===== src/rtl/bit_count_pkg.sv =====
// Shared types and width helper for the Zbb count unit (CLZ / CTZ / CPOP).
package bit_count_pkg;

    typedef enum logic [1:0] {
        CLZ     = 2'd0,
        CTZ     = 2'd1,
        CPOP    = 2'd2,
        BC_RSVD = 2'd3
    } bc_op_t;

    // Count results need one extra bit so that a count equal to XLEN fits.
    function automatic int CNT_W(input int xlen);
        return $clog2(xlen) + 1;
    endfunction

endpackage


===== src/rtl/bc_reduce.sv =====
// Reduction tree: merges per-nibble trailing-zero counts and sums per-nibble popcounts.
module bc_reduce
    import bit_count_pkg::*;
#(
    parameter  int NGROUPS = 8,
    localparam int CW      = CNT_W(NGROUPS * 4)
)(
    input  logic [NGROUPS-1:0][2:0] grp_tz,
    input  logic [NGROUPS-1:0]      grp_zero,
    input  logic [NGROUPS-1:0][2:0] grp_pop,
    output logic [CW-1:0]           tz_cnt,
    output logic [CW-1:0]           pop_cnt
);

    localparam int LVLS = $clog2(NGROUPS);

    logic [CW-1:0] t_lvl [LVLS+1][NGROUPS];
    logic          f_lvl [LVLS+1][NGROUPS];

    // Level l node i covers 4<<l bits. A fully-zero lower half passes the
    // count through to the upper half, offset by the lower half's width.
    always_comb begin
        for (int l = 0; l <= LVLS; l++) begin
            for (int i = 0; i < NGROUPS; i++) begin
                t_lvl[l][i] = '0;
                f_lvl[l][i] = 1'b0;
            end
        end
        for (int i = 0; i < NGROUPS; i++) begin
            t_lvl[0][i] = CW'(grp_tz[i]);
            f_lvl[0][i] = grp_zero[i];
        end
        for (int l = 0; l < LVLS; l++) begin
            for (int i = 0; i < (NGROUPS >> (l + 1)); i++) begin
                f_lvl[l+1][i] = f_lvl[l][2*i] & f_lvl[l][2*i+1];
                t_lvl[l+1][i] = f_lvl[l][2*i] ? t_lvl[l][2*i+1] + CW'(4 << l)
                                              : t_lvl[l][2*i];
            end
        end
    end

    assign tz_cnt = t_lvl[LVLS][0];

    always_comb begin
        pop_cnt = '0;
        for (int i = 0; i < NGROUPS; i++) begin
            pop_cnt = pop_cnt + CW'(grp_pop[i]);
        end
    end

endmodule


===== src/rtl/bit_count_unit.sv =====
// Two-stage pipelined CLZ/CTZ/CPOP unit with valid/ready handshake and tag passthrough.
module bit_count_unit
    import bit_count_pkg::*;
#(
    parameter int XLEN  = 32,
    parameter int TAG_W = 5
)(
    input  logic             clk,
    input  logic             reset_n,
    input  logic             in_valid,
    output logic             in_ready,
    input  logic [1:0]       in_op,
    input  logic [XLEN-1:0]  in_x,
    input  logic [TAG_W-1:0] in_tag,
    output logic             out_valid,
    input  logic             out_ready,
    output logic [XLEN-1:0]  out_res,
    output logic [TAG_W-1:0] out_tag
);

    localparam int NG = XLEN / 4;
    localparam int CW = CNT_W(XLEN);

    bc_op_t            op_in;
    logic [XLEN-1:0]   x_rev;
    logic [XLEN-1:0]   x_sel;
    logic [NG-1:0][2:0] g_tz;
    logic [NG-1:0][2:0] g_pop;
    logic [NG-1:0]     g_zero;

    logic               s1_valid;
    bc_op_t             s1_op;
    logic [TAG_W-1:0]   s1_tag;
    logic [NG-1:0][2:0] s1_tz;
    logic [NG-1:0][2:0] s1_pop;
    logic [NG-1:0]      s1_zero;

    logic               s2_valid;
    logic [CW-1:0]      s2_cnt;
    logic [TAG_W-1:0]   s2_tag;

    logic               s1_adv;
    logic               s2_adv;
    logic [CW-1:0]      red_tz;
    logic [CW-1:0]      red_pop;
    logic [CW-1:0]      s2_cnt_d;

    assign op_in = bc_op_t'(in_op);

    // CLZ reuses the trailing-zero path on the mirrored operand.
    always_comb begin
        for (int i = 0; i < XLEN; i++) begin
            x_rev[i] = in_x[XLEN-1-i];
        end
    end

    assign x_sel = (op_in == CLZ) ? x_rev : in_x;

    for (genvar g = 0; g < NG; g++) begin : g_grp
        logic [3:0] nib;
        logic [2:0] tz;

        assign nib = x_sel[4*g +: 4];

        always_comb begin
            tz = 3'd4;
            for (int b = 3; b >= 0; b--) begin
                if (nib[b]) tz = 3'(b);
            end
        end

        assign g_tz[g]   = tz;
        assign g_zero[g] = (nib == 4'd0);
        assign g_pop[g]  = 3'(nib[0]) + 3'(nib[1]) + 3'(nib[2]) + 3'(nib[3]);
    end

    assign s2_adv   = !s2_valid || out_ready;
    assign s1_adv   = !s1_valid || s2_adv;
    assign in_ready = s1_adv;

    always_ff @(posedge clk or negedge reset_n) begin
        if (!reset_n) begin
            s1_valid <= 1'b0;
            s1_op    <= CLZ;
            s1_tag   <= '0;
            s1_tz    <= '0;
            s1_pop   <= '0;
            s1_zero  <= '0;
        end else if (s1_adv) begin
            s1_valid <= in_valid;
            if (in_valid) begin
                s1_op   <= op_in;
                s1_tag  <= in_tag;
                s1_tz   <= g_tz;
                s1_pop  <= g_pop;
                s1_zero <= g_zero;
            end
        end
    end

    bc_reduce #(.NGROUPS(NG)) u_reduce (
        .grp_tz   (s1_tz),
        .grp_zero (s1_zero),
        .grp_pop  (s1_pop),
        .tz_cnt   (red_tz),
        .pop_cnt  (red_pop)
    );

    always_comb begin
        case (s1_op)
            CLZ, CTZ: s2_cnt_d = red_tz;
            CPOP:     s2_cnt_d = red_pop;
            default:  s2_cnt_d = '0;
        endcase
    end

    always_ff @(posedge clk or negedge reset_n) begin
        if (!reset_n) begin
            s2_valid <= 1'b0;
            s2_cnt   <= '0;
            s2_tag   <= '0;
        end else if (s2_adv) begin
            s2_valid <= s1_valid;
            if (s1_valid) begin
                s2_cnt <= s2_cnt_d;
                s2_tag <= s1_tag;
            end
        end
    end

    assign out_valid = s2_valid;
    assign out_res   = {{(XLEN-CW){1'b0}}, s2_cnt};
    assign out_tag   = s2_tag;

endmodule

===== config.mk =====
export PLATFORM = sky130hd
export DESIGN_NAME = bit_count_unit
export DESIGN_NICKNAME = d
export VERILOG_FILES = /design/src/rtl/bit_count_pkg.sv /design/src/rtl/bc_reduce.sv /design/src/rtl/bit_count_unit.sv
export SDC_FILE = /design/constraint.sdc
export NUM_CORES = 1
export LEC_CHECK = 0
export BUFFER_PORTS_ARGS = -buffer_cell sky130_fd_sc_hd__buf_2
export CAP_MARGIN = 5
export CORE_MARGIN = 8
export CORE_UTILIZATION = 30
export DETAILED_ROUTE_END_ITERATION = 16
export PLACE_DENSITY_LB_ADDON = 0.08
export SLEW_MARGIN = 20
export SYNTH_ARGS = -nofsm -noshare
export SYNTH_HDL_FRONTEND = slang
export SYNTH_SLANG_ARGS = --single-unit
export TNS_END_PERCENT = 10

===== constraint.sdc =====
create_clock -name clk -period 4.72 [get_ports clk]
set_input_delay 0.708 -clock clk [delete_from_list [all_inputs] [get_ports clk]]
set_output_delay 0.708 -clock clk [all_outputs]
set_load 0.02 [all_outputs]

==> run_results.csv, run 1 <==
group,metric,value,unit
route,wl,14400,microns
run_status,status,"complete, no violations",
timing,fin_tns_setup,0,ps
grt,grt_overflow_total,0,
setup_path,crit_slowest_cell,"fa_1",
timing,setup_viol,0,
timing,final_hold_viol_count,0,
setup_path,cp_slowest_stage_delay,550,ps
pwr,p_total,2.91,mW
floorplanning,core_area,17200,sq um
place,dp_hpwl,11200,microns
worst_hold_path,hold_path_class,"in2async",
final_layout,area_delta_synth_final,11.7,%
setup_path,critPathArrivalTime,4670,ps
timing,rsz0062_at_grt,"no",
synth,yosysWarnings,0,
synth,synth.top_cell.area_share,0.359,
place,post-place-cells,822,
floorplanning,die_w,148,microns
final_layout,layout-drive-gt1-share,0.163,
pwr,p_leak,2.99,nW
timing,skew,9.88,ps
place,io_buffers,55,
timing,relSlewSlack,0.356,
setup_path,cp_common_cell,"fa_1",
timing,post-route-min-period,4420,ps
synth,yosysSeqAreaShare,0.359,
clock_network,cts_buffer_depth,2,
grt,track_usage,0.137,
clock_network,clk_pin_slew,60,ps
route,vias,3903,
setup_path,required,4970,ps
clock_network,clock_tree.root_cell,"clkbuf_16",
route,drc,0,
final_layout,nets,709,
synth,yosysTopAreaCell,"dfrtp_1",
setup_path,reg2reg_depth,14,
clock_network,htreeDepth,3,
timing,max_freq,226,MHz
setup_path,cp.buffers_inverters,2,
synth,synth.avg_cell_area,9.25,sq um
final_layout,antenna_cells,0,
setup_path,r2r_end,"s2_cnt[5]",
flow_run,cap_violations,0,
route,viasPerCell,4.66,
pwr,powerDensity,498,nW/um^2
setup_path,critPathMaxFanout,2,
route,wire_per_inst,17.2,microns
route,ant_nets,0,
final_layout,post-route-cell-area,5840,sq um
setup_path,path_class,"reg2reg",
synth,synth.distinct_cells,55,
timing,report.final.slew_viol_count,0,
floorplanning,start_util,0.304,
clock_network,cts_setup_buffers,0,
setup_path,startpoint_type,"flop",
place,place_congestion,0.783,
clock_network,numCtsBuffers,9,
floorplanning,die-area,21900,sq um
grt,grt_max_degree,76,
synth,yosys-top-cells-area,"dfrtp_1 (36%), nand2_1 (9.5%), ha_1 (8.6%)",
final_layout,stdcell_count,838,
clock_network,clock_latency,350,ps
floorplanning,row_count,48,
pwr,peakVddDrop,0.298,mV
synth,synth-edff-count,0,
grt,grt_pass1_wl,23100,microns
setup_path,path_cells,"ha_1, fa_2, xnor2_2, fa_1, fa_1, fa_1, inv_1, fa_1, inv_1, fa_1, nand2b_1, a21oi_1, xnor2_1, o31ai_1",
place,placed_area,5570,sq um
timing,worst_slew_pin_slew,965,ps
synth,ys_ff_latch,75,
setup_path,r2r-start,"s1_pop[0]",
synth,async_flop_share,1.00,
synth,synthFlopType,"dfrtp_1",
clock_network,cts_tree,"done",
route,firstDrtPassIters,4,
clock_network,clock_sinks,75,
floorplanning,io_pins,82,
synth,syn_inst,565,
floorplanning,die_h,148,microns
setup_path,cpLargestDelayFamily,"adder cells",
final_layout,fillers,1855,
grt,first_global_vias,4138,
route,initialDrtViolationCount,188,
setup_path,end_kind,"flop",
timing,min_period_over_period,0.936,
final_layout,fin_util,0.340,
synth,synthesis.area,5230,sq um
setup_path,rrSetupSlack,300,ps
grt,antenna_found_initial,0,
[routing by layer]
layer / vias up / GRT usage / share of wire
li1: 1916 / - / -
met3: 17 / 0.0388 / 0.039
met1: 1921 / 0.177 / 0.47
met2: 49 / 0.219 / 0.48
met5: - / 0 / 0
met4: 0 / 0.0357 / 0.012
[state kept, by name (all words and copies together), names as in the netlist]
signal	cells
s1_valid	1
s1_zero	7
s2_cnt	6
s1_op	2
s1_pop	24
s1_tag	5
s1_tz	24
out_tag	5
out_valid	1
[Yosys cell counts, types with 3 or more instances]
| cell | count |
|---|---|
| a21boi_0 | 4 |
| nand2b_1 | 8 |
| dfrtp_1 | 75 |
| inv_1 | 54 |
| nand4_1 | 3 |
| o31ai_1 | 11 |
| buf_1 | 3 |
| ha_1 | 36 |
| a21o_1 | 3 |
| o21ai_1 | 3 |
| mux2i_1 | 25 |
| nand2_1 | 133 |
| nor4_1 | 4 |
| a22o_1 | 9 |
| nor2b_1 | 4 |
| fa_1 | 22 |
| buf_4 | 28 |
| or4_2 | 4 |
| or3_1 | 5 |
| nor3_1 | 4 |
| nand3_1 | 7 |
| o21ai_0 | 23 |
| mux2_2 | 8 |
| o21a_1 | 3 |
| nor2_1 | 16 |
| clkbuf_1 | 15 |
| a21oi_1 | 13 |
[worst reg2reg max path, stage by stage, from the launching register on]
cell	delay, ps
dfrtp_1	380
ha_1	240
fa_2	360
xnor2_2	150
fa_1	550
fa_1	440
fa_1	540
inv_1	50
fa_1	520
inv_1	60
fa_1	440
nand2b_1	150
a21oi_1	160
xnor2_1	90
o31ai_1	210
[timing repair]
item | CTS | global route
setup endpoints to repair | 0 | 1
resized for setup | 0 | 2
hold buffers | 0 | 0
[worst max-delay path by stage]
stage | from | endpoint | depth (start not counted)
finish | s1_pop[0] | s2_cnt[5] | 14
global route | s1_pop[0] | s2_cnt[5] | 14
CTS | s1_pop[0] | s2_cnt[5] | 14
global placement | s1_pop[0] | s2_cnt[5] | 14
floorplan | s1_pop[0] | s2_cnt[5] | 14
detailed placement | s1_pop[0] | s2_cnt[5] | 14
[layout by cell type, fill, tap and decap left out, drive strengths merged, types with 6 or more instances in the layout]
| master | n |
|---|---|
| nor2 | 17 |
| o31ai | 13 |
| conb | 26 |
| nand2 | 133 |
| o21ai | 26 |
| clkbuf | 10 |
| nand3 | 7 |
| nand2b | 8 |
| dfrtp | 75 |
| a22o | 9 |
| ha | 36 |
| fa | 22 |
| buf | 59 |
| mux2i | 27 |
| inv | 54 |
| a21oi | 15 |
| mux2 | 9 |
| a21boi | 6 |
[cell families (layout without fill, tap and decap cells)]
family | count (synthesis) | in the layout | share of synthesized area
xor gates and xnor gates | 3 | 3 | 0.00503
AOI/OAI and AO/OA | 88 | 88 | 0.115
adders and majority gates | 58 | 58 | 0.170
other | 1 | 26 | 0.000717
and+or+nand+nor | 198 | 198 | 0.168
buffers and inverters | 106 | 129 | 0.106
muxes | 36 | 36 | 0.0766
DFF | 75 | 75 | 0.359
[report_power, final]
group | switching (mW) | total (mW) | internal [mW]
logic | 0.830 | 1.45 | 0.625
clock network | 0.280 | 0.632 | 0.351
registers | 0.0724 | 0.822 | 0.750
[stage by stage]
stage	setup WS, ps	hold slack, ps
2_1_floorplan	384	412
3_3_place_gp	253	449
3_5_place_dp	235	457
4_1_cts	232	471
5_1_grt	38.6	436
6_report	304	383
[layout make-up]
cell class              count  area (sq um)  share of cell area
well taps                 225           282              0.0482
flip-flops and latches     75          1880               0.321
inverters                  54           203              0.0347
clock inverters             6          32.5             0.00557
clock buffers              10           229              0.0392
repair buffers             59           312              0.0533
multi-input cells         409          2910               0.498
(Power assumes the default switching activity.)
==> inputs of run 2 (changes only) <==
--- a/config.mk
+++ b/config.mk
@@ -6,11 +6,12 @@
 export NUM_CORES = 1
 export LEC_CHECK = 0
 export BUFFER_PORTS_ARGS = -buffer_cell sky130_fd_sc_hd__buf_2
-export CAP_MARGIN = 5
+export CORE_ASPECT_RATIO = 0.6
 export CORE_MARGIN = 8
 export CORE_UTILIZATION = 30
 export DETAILED_ROUTE_END_ITERATION = 16
 export PLACE_DENSITY_LB_ADDON = 0.08
+export SKIP_CTS_REPAIR_TIMING = 1
 export SLEW_MARGIN = 20
 export SYNTH_ARGS = -nofsm -noshare
 export SYNTH_HDL_FRONTEND = slang
==> run 2 against run 1 <==
  * Global-route usage is 0.35 points lower
  * Register-to-register slack got worse by 50 ps
  * Clock skew barely moved
  * Non-clock buffer count shrank 1
  * Final area increased by 0.77%
  * Highest routed layer unchanged
  * First-iteration DRC count increased by 21%
  * Critical path type unchanged
==> run_results.csv, run 2 (synthesis gave the netlist of run 1 again) <==
group,metric,value,unit
final_layout,post-route-cell-area,5890,sq um
clock_network,cts_buffer_depth,2,
worst_hold_path,hold_path_class,"in2async",
route,drc,0,
grt,antenna_found_initial,1,
grt,first_global_vias,3985,
floorplanning,row_count,37,
place,place_congestion,0.775,
route,wl,14600,microns
timing,relSlewSlack,0.279,
grt,grt_overflow_total,0,
setup_path,cp_common_cell,"fa_1",
setup_path,path_class,"reg2reg",
timing,worst_slew_pin_slew,1080,ps
floorplanning,start_util,0.306,
setup_path,required,4950,ps
final_layout,area_delta_synth_final,12.6,%
final_layout,nets,708,
final_layout,final_cell_mix,"nand2_1 (132), dfrtp_1 (75), inv_1 (54), buf_2 (54), ha_1 (36)",
floorplanning,core_area,17100,sq um
timing,min_period_over_period,0.946,
final_layout,reg_top3,"s1_pop: 24 flops, s1_tz: 24 flops, s1_zero: 7 flops",
timing,setup_slack,255,ps
clock_network,clock_sinks,75,
pwr,peakVddDrop,0.353,mV
final_layout,layout-drive-gt1-share,0.165,
setup_path,path_cells,"ha_1, fa_2, xnor2_2, fa_1, fa_1, fa_1, inv_1, fa_1, inv_1, fa_1, nand2b_1, a21oi_2, xnor2_1, o31ai_1",
place,pre_cts_slack,142,ps
route,wire_per_inst,17.2,microns
grt,track_usage,0.133,
place,dp_hpwl,11400,microns
route,ant_nets,0,
clock_network,clk_pin_slew,60,ps
pwr,p_leak,2.99,nW
setup_path,startpoint_type,"flop",
place,io_buffers,55,
floorplanning,die_h,118,microns
flow_run,cap_violations,0,
route,firstDrtPassIters,4,
final_layout,layout_commonest_cell,"nand2_1",
floorplanning,die-area,22000,sq um
setup_path,critPathArrivalTime,4700,ps
place,post-place-cells,830,
setup_path,crit_slowest_cell,"fa_1",
timing,report.final.slew_viol_count,0,
final_layout,antenna_cells,0,
timing,rsz0062_at_grt,"no",
setup_path,end_kind,"flop",
timing,setup_viol,0,
grt,grt_max_degree,76,
timing,max_freq,224,MHz
pwr,powerDensity,517,nW/um^2
setup_path,cp_slowest_stage_delay,570,ps
place,placed_area,5570,sq um
floorplanning,io_pins,82,
final_layout,fin_util,0.345,
route,initialDrtViolationCount,227,
setup_path,critPathMaxFanout,2,
timing,post-route-min-period,4460,ps
final_layout,stdcell_count,846,
timing,final_hold_viol_count,0,
clock_network,clock_tree.root_cell,"clkbuf_16",
grt,grt_pass1_wl,23100,microns
clock_network,cts_tree,"done",
route,viasPerCell,4.57,
timing,skew,9.58,ps
clock_network,htreeDepth,3,
clock_network,numCtsBuffers,9,
route,vias,3870,
clock_network,clock_latency,340,ps
floorplanning,die_w,186,microns
run_status,status,"complete, no violations",
timing,fin_tns_setup,0,ps
-- run 2: worst paths after layout --
path / from / to / slack (ps) / cells past startpoint
hold reg to reg: s1_tag[4] / out_tag[4] / 470 / 2
max in group asynchronous: reset_n / s1_tz[6] / 3820 / 1
min in group clk: s1_tag[4] / out_tag[4] / 470 / 2
setup reg to reg: s1_pop[0] / s2_cnt[5] / 260 / 14
hold / removal: reset_n / s1_pop[11] / 420 / 1
setup / recovery: s1_pop[0] / s2_cnt[5] / 260 / 14
-- run 2: final cells by class --
cell class	instances	area, sq um
multi-input combinational	409	2920
tap	234	293
fill	1772	11200
clock inverter	7	68.8
inverter	54	203
timing repair buffer	58	304
sequential	75	1880
clock buffer	9	225
-- run 2: metal layers --
metal  vias up  GRT usage  routed length (microns)
met4         0     0.0239                       60
met5         -          0                        0
met3         6     0.0279                      425
met1      1902      0.205                     8060
met2        52      0.186                     6000
li1       1910          -                        -
-- run 2: power by group --
group          total [mW]  internal, mW  switching [mW]
Combinational        1.53         0.652           0.881
Sequential          0.826         0.750          0.0760
Clock               0.684         0.407           0.276
Total                3.04          1.81            1.23
-- run 2: per-stage QoR --
stage / hold slack [ps] / power, mW
3_5_place_dp: 459 / 2.34
6_report: 420 / 3.04
2_1_floorplan: 412 / 1.95
3_3_place_gp: 456 / 2.33
5_1_grt: 477 / 3.36
4_1_cts: 474 / 3.08
-- run 2: worst max-delay path: cells and delay by family (launching register included) --
family | cells | cell delay (ps)
AO/OA/AOI/OAI | 2 | 360
XOR/XNOR | 2 | 220
adder cells (fa/ha/maj) | 7 | 3130
buffers and inverters | 2 | 120
flip-flops | 1 | 380
AND/OR/NAND/NOR | 1 | 170
